$ cat config.mk
export PLATFORM = sky130hd
export DESIGN_NAME = sdram_refresh_sched_flat
export DESIGN_NICKNAME = d
export VERILOG_FILES = /design/src/rtl/sdram_refresh_sched_if.sv /design/src/rtl/sdram_refresh_sched.sv /design/src/flat_wrapper.sv
export SDC_FILE = /design/constraint.sdc
export NUM_CORES = 1
export LEC_CHECK = 0
export CAP_MARGIN = 30
export CORE_AREA = 2 2 51 77
export DETAILED_ROUTE_END_ITERATION = 10
export DIE_AREA = 0 0 53 79
export PLACE_DENSITY_LB_ADDON = 0.15
export SLEW_MARGIN = 20
export SYNTH_ARGS = -nofsm -noshare
export SYNTH_HDL_FRONTEND = slang
export SYNTH_SLANG_ARGS = --single-unit
$ cat constraint.sdc
create_clock -name i_sysclk -period 2.95 [get_ports i_sysclk]
set_input_delay 0.4425 -clock i_sysclk [delete_from_list [all_inputs] [get_ports i_sysclk]]
set_output_delay 0.4425 -clock i_sysclk [all_outputs]
set_load 0.02 [all_outputs]
$ cat src/rtl/sdram_refresh_sched_if.sv
`default_nettype none
// ============================================================================
// Module  : sdram_refresh_sched_if
// Brief   : Arbiter-side bundle for the SDRAM refresh scheduler.
// Revision: 1.0 - initial release
// ============================================================================
interface sdram_refresh_sched_if #(
    parameter int MAX_DEBT = 8
) ();
    localparam int c_DEBT_W = $clog2(MAX_DEBT + 1);

    logic                i_init_done;
    logic                i_refresh_start;
    logic                o_refresh_request;
    logic                o_refresh_urgent;
    logic [3:0]          o_refresh_cmd;
    logic [1:0]          o_refresh_ba;
    logic [12:0]         o_refresh_addr;
    logic                o_refresh_done;
    logic [c_DEBT_W-1:0] o_refresh_debt;
    logic                o_refresh_overflow;

    modport master (
        output i_init_done, i_refresh_start,
        input  o_refresh_request, o_refresh_urgent, o_refresh_cmd, o_refresh_ba,
               o_refresh_addr, o_refresh_done, o_refresh_debt, o_refresh_overflow
    );

    modport slave (
        input  i_init_done, i_refresh_start,
        output o_refresh_request, o_refresh_urgent, o_refresh_cmd, o_refresh_ba,
               o_refresh_addr, o_refresh_done, o_refresh_debt, o_refresh_overflow
    );
endinterface
`default_nettype wire

$ cat src/rtl/sdram_refresh_sched.sv
`default_nettype none
// ============================================================================
// Module  : sdram_refresh_sched
// Brief   : Tracks owed SDRAM refreshes and issues PRECHARGE-ALL + AUTO
//           REFRESH bursts when granted by the memory arbiter.
// Revision: 1.0 - initial release
// ============================================================================
module sdram_refresh_sched #(
    parameter int CLK_PER_REF   = 750,
    parameter int REF_PER_BURST = 2,
    parameter int TRP_CLK       = 2,
    parameter int TRFC_CLK      = 7,
    parameter int MAX_DEBT      = 8,
    parameter int URGENT_TH     = 6
) (
    input  wire logic              i_sysclk,
    input  wire logic              i_sysrst_n,
    sdram_refresh_sched_if.slave   bus
);
    localparam int c_DEBT_W   = $clog2(MAX_DEBT + 1);
    localparam int c_CNT_W    = (CLK_PER_REF > 1) ? $clog2(CLK_PER_REF) : 1;
    localparam int c_WAIT_MAX = (TRP_CLK > TRFC_CLK) ? TRP_CLK : TRFC_CLK;
    localparam int c_WAIT_W   = (c_WAIT_MAX > 1) ? $clog2(c_WAIT_MAX) : 1;

    localparam logic [c_CNT_W-1:0]  c_CNT_LAST  = c_CNT_W'(CLK_PER_REF - 1);
    localparam logic [c_WAIT_W-1:0] c_TRP_LOAD  = c_WAIT_W'(TRP_CLK - 1);
    localparam logic [c_WAIT_W-1:0] c_TRFC_LOAD = c_WAIT_W'(TRFC_CLK - 1);
    localparam logic [c_DEBT_W-1:0] c_DEBT_MAX  = c_DEBT_W'(MAX_DEBT);
    localparam logic [c_DEBT_W-1:0] c_URG_TH    = c_DEBT_W'(URGENT_TH);
    localparam logic [c_DEBT_W-1:0] c_BURST     = c_DEBT_W'(REF_PER_BURST);

    localparam logic [3:0] c_CMD_NOP = 4'b0111;
    localparam logic [3:0] c_CMD_PCH = 4'b0010;
    localparam logic [3:0] c_CMD_REF = 4'b0001;

    typedef enum logic [2:0] {
        S_IDLE = 3'd0,
        S_PCH  = 3'd1,
        S_TRP  = 3'd2,
        S_REF  = 3'd3,
        S_TRFC = 3'd4,
        S_DONE = 3'd5
    } state_t;

    state_t               r_state;
    state_t               w_state_nxt;
    logic [c_CNT_W-1:0]   r_cnt;
    logic [c_DEBT_W-1:0]  r_debt;
    logic [c_DEBT_W-1:0]  r_issued;
    logic [c_DEBT_W-1:0]  r_limit;
    logic [c_WAIT_W-1:0]  r_wait;
    logic [3:0]           r_cmd;
    logic [1:0]           r_ba;
    logic [12:0]          r_addr;
    logic                 r_done;
    logic                 r_ovf;

    logic                 w_tick;
    logic                 w_issue;
    logic                 w_request;
    logic                 w_urgent;
    logic                 w_more;
    logic                 w_grant;
    logic                 w_wait_ld;
    logic [c_WAIT_W-1:0]  w_wait_val;
    logic [3:0]           w_cmd_nxt;
    logic                 w_done_nxt;

    assign w_tick    = bus.i_init_done && (r_cnt == c_CNT_LAST);
    assign w_request = (r_state == S_IDLE) && (r_debt != '0) && bus.i_init_done;
    assign w_urgent  = (r_debt >= c_URG_TH);
    assign w_more    = (r_debt != '0) && (r_issued < r_limit);
    // REF lasts exactly one cycle, so entering it is the issue event
    assign w_issue   = (w_state_nxt == S_REF);

    always_ff @(posedge i_sysclk or negedge i_sysrst_n) begin
        if (!i_sysrst_n) begin
            r_state <= S_IDLE;
        end else begin
            r_state <= w_state_nxt;
        end
    end

    always_comb begin
        w_state_nxt = r_state;
        w_grant     = 1'b0;
        w_wait_ld   = 1'b0;
        w_wait_val  = '0;
        w_cmd_nxt   = c_CMD_NOP;
        w_done_nxt  = 1'b0;
        case (r_state)
            S_IDLE: begin
                if (w_request && bus.i_refresh_start) begin
                    w_state_nxt = S_PCH;
                    w_grant     = 1'b1;
                end
            end
            S_PCH: begin
                w_state_nxt = S_TRP;
                w_wait_ld   = 1'b1;
                w_wait_val  = c_TRP_LOAD;
            end
            S_TRP: begin
                if (r_wait == '0) w_state_nxt = S_REF;
            end
            S_REF: begin
                w_state_nxt = S_TRFC;
                w_wait_ld   = 1'b1;
                w_wait_val  = c_TRFC_LOAD;
            end
            S_TRFC: begin
                if (r_wait == '0) w_state_nxt = w_more ? S_REF : S_DONE;
            end
            S_DONE:  w_state_nxt = S_IDLE;
            default: w_state_nxt = S_IDLE;
        endcase
        // Outputs are decoded from the next state so the registered copies line up with it
        case (w_state_nxt)
            S_PCH:   w_cmd_nxt  = c_CMD_PCH;
            S_REF:   w_cmd_nxt  = c_CMD_REF;
            S_DONE:  w_done_nxt = 1'b1;
            default: w_cmd_nxt  = c_CMD_NOP;
        endcase
    end

    always_ff @(posedge i_sysclk or negedge i_sysrst_n) begin
        if (!i_sysrst_n) begin
            r_cnt    <= '0;
            r_debt   <= '0;
            r_issued <= '0;
            r_limit  <= '0;
            r_wait   <= '0;
            r_cmd    <= c_CMD_NOP;
            r_ba     <= 2'b11;
            r_addr   <= 13'h1fff;
            r_done   <= 1'b0;
            r_ovf    <= 1'b0;
        end else begin
            r_cmd  <= w_cmd_nxt;
            r_done <= w_done_nxt;

            if (!bus.i_init_done || w_tick) r_cnt <= '0;
            else                            r_cnt <= r_cnt + 1'b1;

            if (w_tick && !w_issue) begin
                if (r_debt == c_DEBT_MAX) r_ovf  <= 1'b1;
                else                      r_debt <= r_debt + 1'b1;
            end else if (w_issue && !w_tick) begin
                r_debt <= r_debt - 1'b1;
            end

            if (w_grant) begin
                r_issued <= '0;
                r_limit  <= w_urgent ? c_DEBT_MAX : c_BURST;
            end else if (w_issue) begin
                r_issued <= r_issued + 1'b1;
            end

            if (w_wait_ld)          r_wait <= w_wait_val;
            else if (r_wait != '0)  r_wait <= r_wait - 1'b1;
        end
    end

    assign bus.o_refresh_request  = w_request;
    assign bus.o_refresh_urgent   = w_urgent;
    assign bus.o_refresh_cmd      = r_cmd;
    assign bus.o_refresh_ba       = r_ba;
    assign bus.o_refresh_addr     = r_addr;
    assign bus.o_refresh_done     = r_done;
    assign bus.o_refresh_debt     = r_debt;
    assign bus.o_refresh_overflow = r_ovf;
endmodule
`default_nettype wire

$ cat src/flat_wrapper.sv
// flat-port wrapper written by rule: the top's interface ports become plain ports
module sdram_refresh_sched_flat 
#(
    parameter int CLK_PER_REF   = 750,
    parameter int REF_PER_BURST = 2,
    parameter int TRP_CLK       = 2,
    parameter int TRFC_CLK      = 7,
    parameter int MAX_DEBT      = 8,
    parameter int URGENT_TH     = 6
)
  (i_sysclk, i_sysrst_n, bus_i_init_done, bus_i_refresh_start, bus_o_refresh_request, bus_o_refresh_urgent, bus_o_refresh_cmd, bus_o_refresh_ba, bus_o_refresh_addr, bus_o_refresh_done, bus_o_refresh_debt, bus_o_refresh_overflow);
  sdram_refresh_sched_if #(.MAX_DEBT(MAX_DEBT)) bus_i ();
  input  wire logic i_sysclk;
  input  wire logic i_sysrst_n;
  input wire logic [$bits(bus_i.i_init_done)-1:0] bus_i_init_done;
  input wire logic [$bits(bus_i.i_refresh_start)-1:0] bus_i_refresh_start;
  output wire logic [$bits(bus_i.o_refresh_request)-1:0] bus_o_refresh_request;
  output wire logic [$bits(bus_i.o_refresh_urgent)-1:0] bus_o_refresh_urgent;
  output wire logic [$bits(bus_i.o_refresh_cmd)-1:0] bus_o_refresh_cmd;
  output wire logic [$bits(bus_i.o_refresh_ba)-1:0] bus_o_refresh_ba;
  output wire logic [$bits(bus_i.o_refresh_addr)-1:0] bus_o_refresh_addr;
  output wire logic [$bits(bus_i.o_refresh_done)-1:0] bus_o_refresh_done;
  output wire logic [$bits(bus_i.o_refresh_debt)-1:0] bus_o_refresh_debt;
  output wire logic [$bits(bus_i.o_refresh_overflow)-1:0] bus_o_refresh_overflow;
  assign bus_i.i_init_done = bus_i_init_done;
  assign bus_i.i_refresh_start = bus_i_refresh_start;
  assign bus_o_refresh_request = bus_i.o_refresh_request;
  assign bus_o_refresh_urgent = bus_i.o_refresh_urgent;
  assign bus_o_refresh_cmd = bus_i.o_refresh_cmd;
  assign bus_o_refresh_ba = bus_i.o_refresh_ba;
  assign bus_o_refresh_addr = bus_i.o_refresh_addr;
  assign bus_o_refresh_done = bus_i.o_refresh_done;
  assign bus_o_refresh_debt = bus_i.o_refresh_debt;
  assign bus_o_refresh_overflow = bus_i.o_refresh_overflow;
  sdram_refresh_sched #(.CLK_PER_REF(CLK_PER_REF), .REF_PER_BURST(REF_PER_BURST), .TRP_CLK(TRP_CLK), .TRFC_CLK(TRFC_CLK), .MAX_DEBT(MAX_DEBT), .URGENT_TH(URGENT_TH)) u_core (.i_sysclk(i_sysclk), .i_sysrst_n(i_sysrst_n), .bus(bus_i));
endmodule
* Word-level counts from Yosys, hierarchy flattened
Cells that the tools add are included.
** Storage, ports and cells
- RAM bits :: 0
- Input bits :: 4
- ROM bits :: 0
- Word-level logic and storage cells :: 67
- Output and inout port bits :: 27
- Memories kept :: 0
- Latch bits :: 0
- Register bits after elaboration :: 33
** Operators by class
- Order comparisons :: 2
- Reductions and logical operators :: 21
- Eq/ne operators :: 10
- Add/sub/neg operators :: 5
- Div/mod/pow operators :: 0
- Bitwise gates (word level) :: 0
- Muxes and demuxes :: 20
- Shifts and indexed selects :: 0
- Multipliers :: 0
** Operators with widths (number)
- 4-bit two-way mux :: 6
- 3-bit two-way mux :: 6
- 3-bit one-hot mux with 5 select lines :: 1
- 3-bit one-hot mux with 2 select lines :: 2
- 10-bit by 1-bit adder with 10-bit output, second input constant :: 1
- 10-bit equality test, second input constant :: 1
- 10-bit two-way mux :: 1
- 3-bit by 2-bit equality test with 1-bit output, second input constant :: 3
- 4-bit by 1-bit adder with 4-bit output, second input constant :: 2
- 1-bit logical AND :: 7
- 3-bit by 1-bit equality test with 1-bit output, second input constant :: 2
- 3-bit equality test, second input constant :: 2
- 3-bit zero test :: 2
- 2-bit nonzero test :: 3
- 4-bit equality test, second input constant :: 1
- 4-bit by 3-bit >= comparator with 1-bit output, second input constant :: 1
- 4-bit < comparator :: 1
- 1-bit two-way mux :: 4
- 2-bit AND reduction :: 2
- 4-bit nonzero test :: 1
- 4-bit by 1-bit subtractor with 4-bit output, second input constant :: 1
- 1-bit zero test :: 3
- 3-bit nonzero test :: 1
- 3-bit by 1-bit subtractor with 3-bit output, second input constant :: 1
- other kinds (3) :: 3

* Longest topological paths before layout
Gate-level depths: netlist of the first run.
- Word-level depth :: 11
- Depth in mapped cells :: 13
- Depth with buffers taken out :: 12

* Worst setup path before layout of the first run
No wires, ideal clock.
- Path type :: flip-flop to flip-flop
- Start point :: register u_core.r_debt[0] (netlist: u_core.bus.o_refresh_debt[0])
- End point :: register u_core.r_debt[3] (netlist: u_core.bus.o_refresh_debt[3])
- Buffers on the path :: 1
- Setup slack :: 187 ps
- Library setup time :: 90 ps
- Cell stages (with the launch flop) :: 12
- Period minus slack after synthesis :: 2763 ps
- Data required time :: 2860 ps
- Data arrival time :: 2673 ps
- Cell sequence :: dfrtp_1 nor4_2 a211oi_2 o21ai_4 buf_2 nand2_1 ha_1 a21o_1 a21oi_1 nand2_1 or3_1 o221ai_1
** On the way
- Cells in the longest elaborated chain, start to end :: 11
- Elaborated cells on any way between the ends :: 22
- Classes of those cells :: add/sub (2); eq/ne (3); mux (7); reduce/logical (10)
** Ends and longest elaborated chain
- start: declaration :: RTL line sdram_refresh_sched.sv:48 : logic [c_DEBT_W-1:0] r_debt;
- start signal: assignment :: RTL line sdram_refresh_sched.sv:147 : else r_debt <= r_debt + 1'b1;
- start signal: assignment :: RTL line sdram_refresh_sched.sv:149 : r_debt <= r_debt - 1'b1;
- 4-bit nonzero test :: RTL line sdram_refresh_sched.sv:70, sdram_refresh_sched.sv:72
- 1-bit logical AND (2 in series) :: RTL line sdram_refresh_sched.sv:70 : assign w_request = (r_state == S_IDLE) && (r_debt != '0) && bus.i_init_done;
- 1-bit logical AND :: RTL line sdram_refresh_sched.sv:93 : if (w_request && bus.i_refresh_start) begin
- 3-bit two-way mux :: RTL line sdram_refresh_sched.sv:93
- 3-bit one-hot mux with 5 select lines :: RTL line sdram_refresh_sched.sv:91 : case (r_state)
- 3-bit by 2-bit equality test with 1-bit output :: RTL line sdram_refresh_sched.sv:74 : assign w_issue = (w_state_nxt == S_REF);
- 1-bit zero test :: RTL line sdram_refresh_sched.sv:145 : if (w_tick && !w_issue) begin
- 1-bit logical AND :: RTL line sdram_refresh_sched.sv:145
- 2-bit inequality test (no source line) or 2-bit nonzero test (tied branches)
- 2-bit AND reduction (no source line)
Parallel ways exist; a longest one is shown, timed or not. The select of a mux whose other input is x is not followed.
A chain may end at the register's enable or synchronous reset.

* Worst setup path in the final report of the first run
- Start point :: register u_core.r_cnt[1]
- End point :: register u_core.r_debt[3] (netlist: u_core.bus.o_refresh_debt[3])
** On the way
- Cells in the longest elaborated chain, start to end :: 6
- Elaborated cells on any way between the ends :: 9
- Classes of those cells :: eq/ne (2); mux (1); reduce/logical (6)
** Ends and longest elaborated chain
- start: declaration :: RTL line sdram_refresh_sched.sv:47 : logic [c_CNT_W-1:0] r_cnt;
- start signal: assignment :: RTL line sdram_refresh_sched.sv:143 : else r_cnt <= r_cnt + 1'b1;
- 10-bit equality test * :: RTL line sdram_refresh_sched.sv:69 : assign w_tick = bus.i_init_done && (r_cnt == c_CNT_LAST);
- 1-bit logical AND * :: RTL line sdram_refresh_sched.sv:69
- 1-bit zero test :: RTL line sdram_refresh_sched.sv:148 : end else if (w_issue && !w_tick) begin
- 1-bit logical AND :: RTL line sdram_refresh_sched.sv:148
- 2-bit nonzero test (no source line)
- 2-bit AND reduction (no source line)
Mark *: on every way between the ends. The rest lies on a longest branch, timed or not.

==> results of run 1 <==
[cell usage after synthesis (2+ instances only)]
library cell | instances | area (sq um)
a21o_1 | 4 | 30.0
o211ai_1 | 2 | 15.0
a21oi_1 | 6 | 30.0
inv_1 | 7 | 26.3
buf_4 | 18 | 135
dfstp_2 | 3 | 78.8
dfrtp_1 | 28 | 701
mux2i_1 | 3 | 30.0
nor3_1 | 2 | 10.0
nand3_1 | 6 | 30.0
nand2b_1 | 4 | 25.0
nand4_1 | 3 | 18.8
ha_1 | 8 | 100
o221ai_1 | 2 | 17.5
xnor2_1 | 7 | 61.3
o31ai_1 | 2 | 15.0
nor2_1 | 20 | 75.1
o21ai_0 | 2 | 10.0
nor4bb_1 | 2 | 20.0
nand2_1 | 9 | 33.8
and2_1 | 3 | 18.8
nor2b_1 | 2 | 12.5
xor2_1 | 6 | 52.6
[how the worst max path moves through the flow]
stage	from	endpoint	cells past startpoint
2_1_floorplan	u_core.bus.o_refresh_debt[0]	u_core.bus.o_refresh_debt[3]	11
3_3_place_gp	bus_i_init_done	u_core.bus.o_refresh_debt[3]	10
3_5_place_dp	u_core.r_cnt[1]	u_core.bus.o_refresh_debt[3]	12
4_1_cts	u_core.r_cnt[1]	u_core.bus.o_refresh_debt[3]	12
5_1_grt	u_core.r_cnt[1]	u_core.bus.o_refresh_debt[3]	12
6_report	u_core.r_cnt[1]	u_core.bus.o_refresh_debt[3]	12
[layout make-up]
class,instances,area [sq um]
Multi-Input combinational cell,128,873
Tap cell,43,53.8
Clock buffer,8,100
Timing Repair Buffer,19,178
Inverter,8,30.0
Sequential cell,31,779
Fill cell,327,1530
[kinds of logic after synthesis]
family | Yosys count | synth area share (%)
buffers and inverters | 28 | 9.82
muxes | 5 | 3.11
adders and majority gates | 9 | 6.78
AOI/OAI and AO/OA | 27 | 11.9
and+or+nand+nor | 58 | 17.7
DFF | 31 | 44.0
xor gates and xnor gates | 13 | 6.43
other | 1 | 0.212
[cells in the final DEF, fill, tap and decap left out, types with 2 or more instances in the layout]
cell type / instances
dfrtp_1: 28
nor2_1: 20
conb_1: 16
clkdlybuf4s50_1: 14
nand2_1: 9
ha_1: 8
inv_1: 7
xnor2_1: 7
clkbuf_8: 7
a21oi_1: 6
nand3_1: 6
xor2_1: 6
buf_4: 5
nand2b_1: 4
a21o_1: 4
nand4_1: 3
and2_1: 3
mux2i_1: 3
dfstp_2: 3
nor2b_1: 2
nor4bb_1: 2
nor3_1: 2
o211ai_1: 2
o31ai_1: 2
o21ai_0: 2
o221ai_1: 2
[registers in the layout, indices dropped and copies added, names as in the netlist]
register                       flops
u_core.r_limit                     2
u_core.r_wait                      3
u_core.r_issued                    4
u_core.bus.o_refresh_cmd           3
u_core.bus.o_refresh_done          1
u_core.r_state                     3
u_core.r_cnt                      10
u_core.bus.o_refresh_overflow      1
u_core.bus.o_refresh_debt          4
[stage by stage]
step / instances / setup WS, ns / cell area [sq um]
floorplan: 187 / 0.187 / 1830
global placement: 229 / 0.380 / 1910
detailed placement: 229 / 0.351 / 1910
CTS: 237 / 0.340 / 2010
global route: 237 / 0.0762 / 2010
finish: 237 / 0.334 / 2010
[where the power goes]
group | switching [mW] | internal [mW] | leakage (nW) | total [mW]
Clock | 0.155 | 0.213 | 0.0515 | 0.368
Sequential | 0.129 | 0.547 | 0.392 | 0.676
Combinational | 0.369 | 0.335 | 0.483 | 0.704
[critical path, cell delays in order (launching register included)]
cell and delay (ns):
dfrtp_1 0.41, inv_1 0.07, ha_1 0.13, nor4bb_1 0.35, nand4_1 0.19, inv_1 0.14
nand2_1 0.12, ha_1 0.29, a21o_1 0.17, a21oi_1 0.21, nand2_1 0.09, or3_1 0.30
o221ai_1 0.07
[per-layer routing]
metal | track usage [%] | part of all wire [%] | vias to the layer above
li1 | - | - | 600
met1 | 18.5 | 39 | 604
met2 | 31.5 | 54 | 24
met3 | 5.64 | 4.0 | 8
met4 | 9.49 | 2.5 | 0
met5 | 0 | 0 | -
==> metrics, run 1 <==
outcome=finished clean; CP arrival=2.82 ns; clock root cell=clkbuf_8; Critical Path End Type=flop; Max Cap Violations=0; Initial DRC Count=20; Synth warnings=15; GP Congestion=0.740; Fin. Hold Viols=0; H-tree levels=2; post-layout util=56.8%; later-pin clock latency in the skew report=0.29 ns; Num CTS Buffers=5; Critical Path RT=3.15 ns; worst reg-to-reg path cell count=12; post-route ant nets=0; final WL=3.17 mm; final count of negative-setup-slack endpoints=0; die area=4190 sq um; register-to-register setup slack=0.33 ns; crit path kind=reg -> reg; Pins Over Slew Limit=0; Post-synth EDFFs=0; CTS resizes=0; RSZ-0062 raised after global routing=false; die width=53 um; register area share after synthesis=44.0%; # hold bufs at CTS=0; main flop type after synthesis=dfrtp_1; DR vias/cell=5.22; area delta synth->final=13.8%; Max Clock Freq=382 MHz; period utilization=88.7%; min-delay src=u_core.bus.o_refresh_overflow; clock slew at reported path FFs=0.06 ns; via count=1236; Cell Rows=27; syn_area_per_cell=10.3 sq um; GRT overflow=0; share of layout cells above drive strength 1=10.8%; gr usage total=18.0%; ANT cells=0; PortBufs=14; die height=79 um; Tmin final=2.62 ns; pin count of the biggest net entering global routing=32; Tot Pwr=1.75 mW; #FFs+latches synth=31; CTS tree=yes; Final Skew=0.00342 ns; DRC violations left=0; P_leak=0.926 nW; DR WL/cell=13.4 um; Worst Hold Depth=1; CTS max path bufs=2; Worst VDD drop=0.482 mV; vias in the first global route=1298; Hold Path Class=reg -> reg; Setup Fix Bufs, Post-CTS=0; CP Max Fanout=4; Pwr Density=867 nW/um^2; wire length of the first global-routing pass=5.53 mm; Net count, final=206; CTS Sinks=31; worst r2r src=u_core.r_cnt[1]; Fin Setup TNS=0 ns; Fin Hold WS=0.475 ns; # IOs=31; Hold EP=u_core.bus.o_refresh_overflow; Pre-Repair DR Iteration Count=4; Worst R2R End=u_core.bus.o_refresh_debt[3]; Cells after Synth=172; startpoint types=flop; Netlist cell types=46; CORE AREA=3550 sq um; post-detailed-placement half-perimeter wirelength=2.35 mm; fraction of registers with async set/reset=100%; Syn Std Cell Area=1770 sq um; initial antenna violation count=0; Initial Util=49.9%
Power figures use the tool's default switching activity.
==> inputs of run 2 (changes only) <==
--- a/config.mk
+++ b/config.mk
@@ -6,9 +6,9 @@
 export NUM_CORES = 1
 export LEC_CHECK = 0
 export CAP_MARGIN = 30
-export CORE_AREA = 2 2 51 77
+export CORE_AREA = 5 5 82 54
 export DETAILED_ROUTE_END_ITERATION = 10
-export DIE_AREA = 0 0 53 79
+export DIE_AREA = 0 0 87 59
 export PLACE_DENSITY_LB_ADDON = 0.15
 export SLEW_MARGIN = 20
 export SYNTH_ARGS = -nofsm -noshare
==> run 2 against run 1 <==
Compared with the run above:
- clock-buffer cell count shrank 1
- via count grew 0.81%
- clock power is essentially flat
- critical path depth shrank 1
- die area grew 23%
- worst hold slack gained 0.00074 ns
- final cell count grew 1.3%
- sequential share of layout area is essentially flat
- combinational power grew 2%
- critical path type unchanged
- largest cell class unchanged
- largest power group unchanged
==> metrics, run 2 (synthesis gave the netlist of run 1 again) <==
P_leak=0.919 nW (was 0.926 nW); Hold EP=u_core.bus.o_refresh_overflow (unchanged); post-route ant nets=0 (unchanged); DR vias/cell=5.19 (was 5.22); ANT cells=0 (unchanged); crit path from=u_core.r_issued[3] (was u_core.r_cnt[1]); Net count, final=205 (was 206); final WL=3.30 mm (was 3.17 mm); Clk pwr share=20.9% (was 21.1%); commonest non-fill, non-tap cell in the layout=dfrtp_1 (unchanged); CTS resizes=0 (unchanged); CP arrival=2.89 ns (was 2.82 ns); CORE AREA=3550 sq um (about the same); Largest register FFs=10 (unchanged); DRC violations left=0 (unchanged); Setup WS pre-CTS=0.285 ns (was 0.351 ns); min-delay src=u_core.bus.o_refresh_overflow (unchanged); CP Max Fanout=3 (was 4); post-detailed-placement half-perimeter wirelength=2.47 mm (was 2.35 mm); startpoint types=flop (unchanged); gr usage total=14.7% (was 18.0%); GP Congestion=0.849 (was 0.740); Max Cap Violations=0 (unchanged); pin count of the biggest net entering global routing=32 (unchanged); Hold Path Class=reg -> reg (unchanged); via count=1246 (was 1236); GRT overflow=0 (unchanged); Critical Path RT=3.14 ns (was 3.15 ns); Tmin final=2.70 ns (was 2.62 ns); CTS tree=yes (unchanged); Cell Area, Placed=1910 sq um (about the same); commonest non-fill, non-tap cells in the layout=dfrtp_1 (28), nor2_1 (20), conb_1 (16) (unchanged); die height=59 um (was 79 um); # hold bufs at CTS=0 (unchanged); sequential share of power=38.6% (was 38.7%); worst r2r src=u_core.r_issued[3] (was u_core.r_cnt[1]); NetSw=0.678 mW (was 0.653 mW); clock slew at reported path FFs=0.07 ns (was 0.06 ns); area delta synth->final=13.9% (was 13.8%); wire length of the first global-routing pass=5.72 mm (was 5.53 mm); initial antenna violation count=0 (unchanged); later-pin clock latency in the skew report=0.28 ns (was 0.29 ns); post-route cell area=2020 sq um (was 2010 sq um); Final WS setup=0.254 ns (was 0.334 ns); filler instances=301 (was 327); clock root cell=clkbuf_8 (unchanged); total internal power=1.09 mW (about the same); Fin. Hold Viols=0 (unchanged); die width=87 um (was 53 um); register-to-register setup slack=0.25 ns (was 0.33 ns); Pins Over Slew Limit=0 (unchanged); DR WL/cell=13.7 um (was 13.4 um); Switching Fraction=38.3% (was 37.4%); Worst R2R End=u_core.bus.o_refresh_debt[3] (unchanged); H-tree levels=2 (unchanged); die area=5130 sq um (was 4190 sq um); Fin Setup TNS=0 ns (unchanged); # IOs=31 (unchanged); Cell Rows=17 (was 27); Initial Util=49.8% (was 49.9%); Worst Hold Depth=1 (unchanged); final count of negative-setup-slack endpoints=0 (unchanged); outcome=finished clean (unchanged); period utilization=91.4% (was 88.7%); CTS max path bufs=2 (unchanged); Pre-Repair DR Iteration Count=4 (unchanged); Pwr Density=880 nW/um^2 (was 867 nW/um^2); Worst VDD drop=0.400 mV (was 0.482 mV); PortBufs=14 (unchanged); vias in the first global route=1190 (was 1298); logic gate share of total power=40.6% (was 40.3%); largest register by flop count=u_core.r_cnt (unchanged); Final Skew=0.00499 ns (was 0.00342 ns); Critical Path End Type=flop (unchanged); Setup Fix Bufs, Post-CTS=0 (unchanged); Initial DRC Count=67 (was 20); post-layout util=56.7% (was 56.8%); CTS Sinks=31 (unchanged); Max Clock Freq=371 MHz (was 382 MHz); Tot Pwr=1.77 mW (was 1.75 mW); Num CTS Buffers=5 (unchanged); share of layout cells above drive strength 1=10.9% (was 10.8%); RSZ-0062 raised after global routing=false (unchanged); crit path kind=reg -> reg (unchanged); worst reg-to-reg path cell count=11 (was 12)
run 2: final cells by class:
type | instances | area (sq um) | area share (%)
flip-flops and latches | 31 | 779 | 38.7
repair buffers | 18 | 170 | 8.44
clock inverters | 1 | 7.51 | 0.372
clock buffers | 7 | 96.3 | 4.78
well taps | 47 | 58.8 | 2.92
multi-input cells | 128 | 873 | 43.3
inverters | 8 | 30.0 | 1.49
run 2: how the worst max path moves through the flow:
stage / end / slack (ns) / depth (start not counted)
after CTS: u_core.bus.o_refresh_debt[3] / 0.25 / 11
after floorplan: u_core.bus.o_refresh_debt[3] / 0.19 / 11
after global routing: u_core.bus.o_refresh_debt[3] / 0.02 / 12
after global placement: u_core.bus.o_refresh_debt[3] / 0.38 / 10
final: u_core.bus.o_refresh_debt[3] / 0.25 / 11
after detailed placement: u_core.bus.o_refresh_debt[3] / 0.28 / 11
run 2: power by group through the flow:
stage / combinational (mW) / clock [mW] / sequential, mW
after global routing: 0.790 / 0.402 / 0.702
after detailed placement: 0.716 / 0 / 0.688
after CTS: 0.725 / 0.378 / 0.684
final: 0.719 / 0.370 / 0.684
after floorplan: 0.505 / 0 / 0.688
after global placement: 0.694 / 0 / 0.681
run 2: worst max-delay path, cell delays in order, from the launching register on:
cell,delay [ns]
dfrtp_1,0.40
ha_1,0.20
or3b_1,0.40
a211oi_2,0.28
o21ai_4,0.08
nand2_1,0.13
ha_1,0.25
a21o_1,0.17
a21oi_1,0.22
nand2_1,0.09
or3_1,0.31
o221ai_1,0.07
run 2: per-layer routing:
layer	share of wire, %	global-route usage (%)	up-vias
li1	-	-	605
met1	52	21.3	593
met4	1.9	6.67	0
met2	39	19.7	41
met3	6.8	4.58	7
met5	0	0	-
run 2: per-stage QoR:
| step | hold WS (ns) | instances |
|---|---|---|
| CTS | 0.481 | 240 |
| finish | 0.476 | 240 |
| global route | 0.499 | 240 |
| floorplan | 0.147 | 187 |
| detailed placement | 0.457 | 232 |
| global placement | 0.454 | 232 |
==> inputs of run 3 (changes only) <==
--- a/config.mk
+++ b/config.mk
@@ -6,9 +6,9 @@
 export NUM_CORES = 1
 export LEC_CHECK = 0
 export CAP_MARGIN = 30
-export CORE_AREA = 5 5 82 54
+export CORE_AREA = 5 5 86 56
 export DETAILED_ROUTE_END_ITERATION = 10
-export DIE_AREA = 0 0 87 59
+export DIE_AREA = 0 0 91 61
 export PLACE_DENSITY_LB_ADDON = 0.15
 export SLEW_MARGIN = 20
 export SYNTH_ARGS = -nofsm -noshare
==> constraint.sdc (replaced) <==
create_clock -name i_sysclk -period 2.4 [get_ports i_sysclk]
set_input_delay 0.36 -clock i_sysclk [delete_from_list [all_inputs] [get_ports i_sysclk]]
set_output_delay 0.36 -clock i_sysclk [all_outputs]
set_load 0.02 [all_outputs]
==> run 3 against run 2 <==
Compared with the run above:
- die area rose by 8.1%
- clock skew fell by 0.0014 ns
- utilization grew 0.14 points
- worst hold slack worse by 0.0046 ns
- register-to-register slack got worse by 0.22 ns
- combinational power rose by 54%
- cell area is 11% higher
- sequential share of layout area decreased by 3.9 points
- first-iteration DRC count is 52% higher
- wire length increased by 8.1%
- largest power group unchanged
==> metrics, run 3 (synthesis gave the netlist of run 1 again) <==
Fin. Hold Viols=0 (unchanged); Tot Pwr=2.34 mW (was 1.77 mW); CTS tree=yes (unchanged); Final WS setup=0.0326 ns (was 0.254 ns); Num CTS Buffers=5 (unchanged); Critical Path RT=2.60 ns (was 3.14 ns); Max Clock Freq=422 MHz (was 371 MHz); DR vias/cell=5.06 (was 5.19); area delta synth->final=26.6% (was 13.9%); Critical Path End Type=flop (unchanged); post-detailed-placement half-perimeter wirelength=2.59 mm (was 2.47 mm); Initial DRC Count=102 (was 67); Tmin final=2.37 ns (was 2.70 ns); RSZ-0062 raised after global routing=true (was false); die width=91 um (was 87 um); Pwr Density=1040 nW/um^2 (was 880 nW/um^2); Setup WS pre-CTS=-0.150 ns (was 0.285 ns); share of layout cells above drive strength 1=23.5% (was 10.9%); H-tree levels=2 (unchanged); final WL=3.56 mm (was 3.30 mm); post-route ant nets=0 (unchanged); # IOs=31 (unchanged); crit path kind=reg -> reg (unchanged); CP Max Fanout=3 (unchanged); later-pin clock latency in the skew report=0.28 ns (about the same); outcome=finished clean (unchanged); CORE AREA=3940 sq um (was 3550 sq um); via count=1332 (was 1246); commonest non-fill, non-tap cell in the layout=dfrtp_1 (unchanged); clock slew at reported path FFs=0.06 ns (was 0.07 ns); die height=61 um (was 59 um); vias in the first global route=1353 (was 1190); wire length of the first global-routing pass=6.18 mm (was 5.72 mm); GP Congestion=0.810 (was 0.849); die area=5550 sq um (was 5130 sq um); PortBufs=14 (unchanged); final count of negative-setup-slack endpoints=0 (unchanged); commonest non-fill, non-tap cells in the layout=dfrtp_1 (27), buf_4 (24), nor2_1 (20) (was dfrtp_1 (28), nor2_1 (20), conb_1 (16)); Cell Rows=18 (was 17); initial antenna violation count=0 (unchanged); GRT overflow=0 (unchanged); CP arrival=2.57 ns (was 2.89 ns); CTS Sinks=31 (unchanged); largest register by flop count=u_core.r_cnt (unchanged); Non-Filler Instances=263 (was 240); Pins Over Slew Limit=0 (unchanged); CTS max path bufs=2 (unchanged); Cell Area, Placed=2070 sq um (was 1910 sq um); DRC violations left=0 (unchanged); Hold Path Class=in -> async (was reg -> reg); Max Cap Violations=0 (unchanged); Initial Util=44.9% (was 49.8%); Pre-Repair DR Iteration Count=4 (unchanged); Largest register FFs=10 (unchanged); period utilization=98.6% (was 91.4%); gr usage total=14.4% (was 14.7%); Net count, final=225 (was 205); ANT cells=0 (unchanged); post-route cell area=2240 sq um (was 2020 sq um); DR WL/cell=13.5 um (was 13.7 um); P_leak=1.04 nW (was 0.919 nW); Placed Cells=252 (was 232); clock root cell=clkbuf_8 (unchanged); pin count of the biggest net entering global routing=32 (unchanged); Final Skew=0.00364 ns (was 0.00499 ns); startpoint types=flop (unchanged); Worst VDD drop=0.559 mV (was 0.400 mV)
==> run 3: stage by stage <==
| step | TNS, ns | hold WS [ns] | util (%) |
|---|---|---|---|
| 2_1_floorplan | -0.180 | 0.0644 | - |
| 3_3_place_gp | -0.0204 | 0.455 | 52.4 |
| 3_5_place_dp | -0.166 | 0.461 | 52.4 |
| 4_1_cts | -0.00736 | 0.479 | 56.1 |
| 5_1_grt | -0.0645 | 0.515 | 56.9 |
| 6_report | 0 | 0.471 | 56.9 |
==> run 3: layer usage <==
| metal | up-vias | part of all wire [%] | track usage, % | wire length [um] |
|---|---|---|---|---|
| met5 | - | 0 | 0 | 0 |
| met4 | 0 | 1.2 | 5.65 | 42 |
| met3 | 4 | 8.0 | 4.46 | 285 |
| met2 | 56 | 42 | 21.5 | 1490 |
| met1 | 632 | 49 | 19.8 | 1740 |
| li1 | 640 | - | - | - |
==> run 3: what timing repair did <==
| action | in CTS | in global routing |
|---|---|---|
| pin swaps | 2 | 2 |
| hold buffers | 0 | 0 |
| resized for setup | 3 | 6 |
| setup endpoints to repair | 2 | 3 |
| setup buffers | 3 | 0 |
==> run 3: layout make-up <==
class / count / area, sq um
flip-flops and latches: 31 / 781
repair buffers: 38 / 323
multi-input cells: 128 / 946
well taps: 50 / 62.6
inverters: 8 / 30.0
clock buffers: 8 / 100
fillers: 330 / 1700
==> run 3: final timing paths <==
kind                                    start                            end  slack (ns)  cells past startpoint
setup / recovery           u_core.r_issued[3]   u_core.bus.o_refresh_debt[3]        0.03                     11
hold reg to reg             u_core.r_limit[1]              u_core.r_limit[1]        0.48                      1
hold / removal                     i_sysrst_n  u_core.bus.o_refresh_overflow        0.47                      2
max in group asynchronous          i_sysrst_n    u_core.bus.o_refresh_cmd[1]        1.60                      2
min in group i_sysclk       u_core.r_limit[1]              u_core.r_limit[1]        0.48                      1
setup reg to reg           u_core.r_issued[3]   u_core.bus.o_refresh_debt[3]        0.03                     11
==> run 3: worst max-delay path, cell delays in order (launching register included) <==
cell and delay (ns):
dfrtp_1 0.38, ha_2 0.18, or3b_4 0.38, a211oi_4 0.22
o21ai_4 0.09, nand2_4 0.09, ha_4 0.19, a21o_1 0.16
a21oi_2 0.14, nand2_1 0.07, or3_1 0.31, o221ai_2 0.07
==> run 3: power breakdown <==
group | switching, mW | internal [mW]
Clock | 0.184 | 0.261
Sequential | 0.104 | 0.675
Combinational | 0.588 | 0.527
Total | 0.875 | 1.46
